--- src/rtl/alu_result_stage_pkg.sv ---
// Shared definitions for the ALU result stage: data width, FSM encodings.
`ifndef ALU_DEFS_SVH
`define ALU_DEFS_SVH

package alu_result_stage_pkg;

  localparam int WIDTH = 16;
  localparam int CNT_W = 8;

  // Occupancy of the 2-entry output buffer.
  typedef enum logic [1:0] {
    EMPTY = 2'd0,
    ONE   = 2'd1,
    FULL  = 2'd2
  } state_t;

endpackage

`endif

--- src/rtl/alu_flags.sv ---
// Zero / negative flag generation for a 16-bit ALU result.
// zr is a 16-input NOR built from a gate primitive, in the same gate-level
// style as the rest of the ALU datapath; ng is simply the sign bit.
module alu_flags
  import alu_result_stage_pkg::*;
(
  input  logic [WIDTH-1:0] a,
  output logic             zr,
  output logic             ng
);

  // Zero detect: NOR of every result bit.
  nor u_zr_nor (zr,
                a[0],  a[1],  a[2],  a[3],
                a[4],  a[5],  a[6],  a[7],
                a[8],  a[9],  a[10], a[11],
                a[12], a[13], a[14], a[15]);

  // Negative: two's-complement sign bit.
  assign ng = a[15];

endmodule

--- src/rtl/alu_result_stage.sv ---
// Registered output stage behind the ALU: captures each result with its
// zr/ng flags into a 2-entry FIFO (head, tail) with valid/ready toward the
// writeback consumer, and counts accepted results.
//
// Handshake: a transfer happens on a rising edge where valid && ready are
// both high. in_ready and out_valid are decoded from the registered state
// only, so neither depends combinationally on in_valid or out_ready.
module alu_result_stage #(
  parameter int WIDTH = 16,
  parameter int CNT_W = 8
) (
  input  logic             clk,
  input  logic             reset,
  input  logic             in_valid,
  output logic             in_ready,
  input  logic [WIDTH-1:0] in_data,
  output logic             out_valid,
  input  logic             out_ready,
  output logic [WIDTH-1:0] out_data,
  output logic             out_zr,
  output logic             out_ng,
  output logic [CNT_W-1:0] count,
  output logic [1:0]       fsm_state
);

  import alu_result_stage_pkg::*;

  state_t state;
  state_t state_next;

  logic [WIDTH-1:0] head_data;
  logic             head_zr;
  logic             head_ng;
  logic [WIDTH-1:0] tail_data;
  logic             tail_zr;
  logic             tail_ng;

  logic             in_zr;
  logic             in_ng;
  logic             accept;
  logic             pop;

  // Flags are computed on the incoming result and stored with the entry.
  alu_flags u_flags (
    .a  (in_data),
    .zr (in_zr),
    .ng (in_ng)
  );

  assign in_ready  = (state != FULL);
  assign out_valid = (state != EMPTY);
  assign accept    = in_valid && in_ready;
  assign pop       = out_valid && out_ready;

  assign out_data  = head_data;
  assign out_zr    = head_zr;
  assign out_ng    = head_ng;
  assign fsm_state = state;

  // Next occupancy from the accept/pop pair seen this cycle.
  always_comb begin
    state_next = state;
    case (state)
      EMPTY: begin
        if (accept) state_next = ONE;
      end
      ONE: begin
        if (accept && !pop)      state_next = FULL;
        else if (pop && !accept) state_next = EMPTY;
      end
      FULL: begin
        if (pop) state_next = ONE;
      end
      default: state_next = EMPTY;
    endcase
  end

  // State register; reset flushes the buffer regardless of handshakes.
  always_ff @(posedge clk) begin
    if (reset) state <= EMPTY;
    else       state <= state_next;
  end

  // Entry storage. Registers only load on an accept (or tail->head shift),
  // so in_data garbage while in_valid is low never reaches stored state.
  always_ff @(posedge clk) begin
    if (reset) begin
      head_data <= '0;
      head_zr   <= 1'b0;
      head_ng   <= 1'b0;
      tail_data <= '0;
      tail_zr   <= 1'b0;
      tail_ng   <= 1'b0;
    end else begin
      case (state)
        EMPTY: begin
          if (accept) begin
            head_data <= in_data;
            head_zr   <= in_zr;
            head_ng   <= in_ng;
          end
        end
        ONE: begin
          if (accept && pop) begin
            // Old head leaves, the new result takes its place.
            head_data <= in_data;
            head_zr   <= in_zr;
            head_ng   <= in_ng;
          end else if (accept) begin
            tail_data <= in_data;
            tail_zr   <= in_zr;
            tail_ng   <= in_ng;
          end
        end
        FULL: begin
          if (pop) begin
            head_data <= tail_data;
            head_zr   <= tail_zr;
            head_ng   <= tail_ng;
          end
        end
        default: begin
          head_data <= head_data;
        end
      endcase
    end
  end

  // Accepted-result counter, wraps naturally at 2^CNT_W.
  always_ff @(posedge clk) begin
    if (reset)       count <= '0;
    else if (accept) count <= count + 1'b1;
  end

endmodule
--- config.mk ---
export PLATFORM = sky130hd
export DESIGN_NAME = alu_result_stage
export DESIGN_NICKNAME = d
export VERILOG_FILES = /design/src/rtl/alu_result_stage_pkg.sv /design/src/rtl/alu_flags.sv /design/src/rtl/alu_result_stage.sv
export SDC_FILE = /design/constraint.sdc
export NUM_CORES = 1
export LEC_CHECK = 0
export ABC_AREA = 1
export CAP_MARGIN = 10
export CORE_MARGIN = 3
export CORE_UTILIZATION = 53
export DETAILED_ROUTE_END_ITERATION = 10
export DONT_BUFFER_PORTS = 1
export PLACE_DENSITY = 0.68
export SKIP_CTS_REPAIR_TIMING = 1
export SYNTH_ARGS = -nofsm -noshare
export SYNTH_HDL_FRONTEND = slang
export SYNTH_HIERARCHICAL = 1
export SYNTH_SLANG_ARGS = --single-unit
--- constraint.sdc ---
create_clock -name clk -period 1.8 [get_ports clk]
set_input_delay 0.09 -clock clk [delete_from_list [all_inputs] [get_ports clk]]
set_output_delay 0.09 -clock clk [all_outputs]
set_load 0.01 [all_outputs]
==> flow_summary_export.csv <==
group,metric,value,unit
die,fp.dieW,71.5,um
logic_synthesis,synth_edf_count,0,
global_route,grt-ovfl-total,0,
die,start_util,56.0,%
timing,max-slew-margin-rel,55.1,%
timing,slew_violations,0,
clocking,cts_tree,"done",
timing,hold_slack,-0.0180,ns
power_and_ir_drop,peakVddDrop,0.000437,V
routing,drt_iter0_drc,110,
power_and_ir_drop,powerDensity,896,nW/um2
clocking,max-clock-path-buffers,2,
clocking,htreeDepth,2,
logic_synthesis,synth.area.top_cells,"dfxtp_1, nand2_1, inv_1",
hold_path,min_path_type,"in -> reg",
finish,nets,370,
logic_synthesis,synth_top_family_by_area,"simple AND/OR/NAND/NOR gates",
outcome,violations,"negative hold slack",
global_route,grt_pass1_wl,7500,um
place,placed_area,2310,um2
place,port_buffers,0,
logic_synthesis,synthesis.nets,367,
routing,first_pass_iters,4,
job,max-cap-violations,0,
logic_synthesis,synthSimpleGateAreaFrac,27.9,%
logic_synthesis,synthTopCellsByCount,"nand2_1, inv_1, nor2_1, dfxtp_1, o21ai_0",
critical_path,arrival,1.81,ns
timing,setup_viol,0,
clocking,clock_sinks,46,
clocking,cts_buffers,5,
outcome,outcome,"complete, but fails checks",
logic_synthesis,yosysTopAreaCell,"dfxtp_1",
timing,worst_slew_pin_slew,0.673,ns
logic_synthesis,synth_compound_area_share,13.4,%
critical_path,critPathMaxFanout,36,
global_route,grt_usage,18.2,%
routing,wire_per_inst,11.3,um
finish,nFillCells,400,
routing,viasPerCell,4.78,
critical_path,cp.required,2.00,ns
global_route,grt_pass1_vias,1726,
die,dieArea,5110,um2
power_and_ir_drop,total_power,0.00219,W
logic_synthesis,synth_cell_types,22,
die,io_pins,50,
logic_synthesis,async_flop_share,0,%
timing,fin_setup_tns,0,ns
timing,hold_viol,12,
logic_synthesis,yosys.area_share.xor_xnor,0.385,%
routing,vias,1896,
routing,drc,0,
logic_synthesis,syn_inst,343,
critical_path,start_kind,"register",
place,post-dp-hpwl,2970,um
routing,drtAntennaViolNets,0,
logic_synthesis,syn_avg_cell_area,6.62,um2
timing,fmax,620,MHz
finish,design_area,2450,um2
critical_path,worst_setup_path_end_kind,"register",
timing,period_share,89.5,%
logic_synthesis,ys_seq_area_share,40.5,%
logic_synthesis,yosys.area_share.adder,2.20,%
finish,syn_to_final_growth,7.71,%
global_route,grt_max_degree,45,
die,rows,23,
logic_synthesis,synth.top_cell.area_share,40.5,%
clocking,clkTransAtPathRegs,0.08,ns
power_and_ir_drop,p_leak,1.15,nW
global_route,antenna_found_initial,0,
critical_path,crit_type,"reg -> reg",
timing,fin_crit,1.61,ns
logic_synthesis,yosys_warnings,6,
die,core_area,4060,um2
finish,antenna_cells,0,
timing,rsz0062_at_grt,"false",
timing,clock_skew,0.00433,ns
routing,drt-total-wl,4500,um
clocking,clock_latency,0.30,ns
logic_synthesis,synth_area,2270,um2
logic_synthesis,post-synth-top-count-cell,"nand2_1",
logic_synthesis,synth-seq-cells,46,
logic_synthesis,yosys_most_used_dff,"dfxtp_1",
die,die_y,71.5,um
finish,drive_above_1_share,7.78,%
place,routabilityCongestion,0.824,
clocking,root_buffer,"clkbuf_8",
logic_synthesis,synthMuxAreaShare,0,%
-- per-stage QoR --
step	hold slack, ns	util, %	worst slack, ns	std cells
floorplan	0.162	-	0.118	343
global placement	0.163	57.0	0.244	385
detailed placement	0.170	57.0	0.199	385
CTS	-0.157	59.3	0.178	393
global route	0.00134	60.3	0.0228	397
finish	-0.0180	60.3	0.188	397
-- cell usage in the layout, fill, tap and decap left out, drive strengths merged --
| cell | count |
|---|---|
| clkbuf | 7 |
| xor2 | 1 |
| nand2 | 79 |
| o21ai | 39 |
| dlygate4sd3 | 4 |
| clkinv | 1 |
| nand3 | 10 |
| nor3 | 2 |
| a21oi | 22 |
| nand4 | 2 |
| inv | 63 |
| ha | 4 |
| nor2 | 57 |
| buf | 8 |
| and2 | 2 |
| dfxtp | 46 |
-- worst paths after layout --
path	slack, ns	start	depth (start not counted)	endpoint
min reg2reg	0.45	tail_data[8]	2	tail_data[8]
max	0.19	fsm_state[1]	10	out_zr
min	-0.02	in_data[10]	2	tail_data[10]
max reg2reg	0.19	fsm_state[1]	10	out_zr
-- layer usage --
layer	share of wire, %	track usage [%]	vias to the layer above
met2	45	28.9	56
met3	8.1	7.01	7
li1	-	-	1044
met4	1.3	6.68	0
met5	0	0	-
met1	45	22.6	789
-- power breakdown --
group / internal, W / total (W) / switching, W
combinational: 0.000142 / 0.000364 / 0.000222
clock: 0.000310 / 0.000646 / 0.000336
sequential: 0.00111 / 0.00118 / 0.0000751
-- worst max-delay path: stages, from the launching register on --
cell	delay, ns
dfxtp_1	0.45
a21oi_1	0.10
buf_4	0.16
ha_1	0.20
nand2_1	0.06
nand2_1	0.08
nand3_4	0.08
buf_12	0.19
nand2_1	0.07
nand2_1	0.06
nor2_1	0.05
-- layout make-up --
type                            instances  area (um2)  area share (%)
Multi-Input combinational cell        218         997            40.7
Tap cell                               50        62.6            2.56
Clock inverter                          1        5.00           0.204
Timing Repair Buffer                   12         138            5.62
Sequential cell                        46         922            37.7
Inverter                               63         236            9.66
Clock buffer                            7        86.3            3.53
-- cells by family after synthesis --
family	Yosys count
and+or+nand+nor	152
adders and majority gates	4
buffers and inverters	79
DFF	46
xor gates and xnor gates	1
AOI/OAI and AO/OA	61
-- sequential cells by signal, summed over array words and instances (netlist names) --
name / cells
tail_ng: 1
out_zr: 1
tail_zr: 1
tail_data: 16
out_data: 16
fsm_state: 2
out_ng: 1
count: 8
Note: power is estimated with default switching activity, not from simulation.
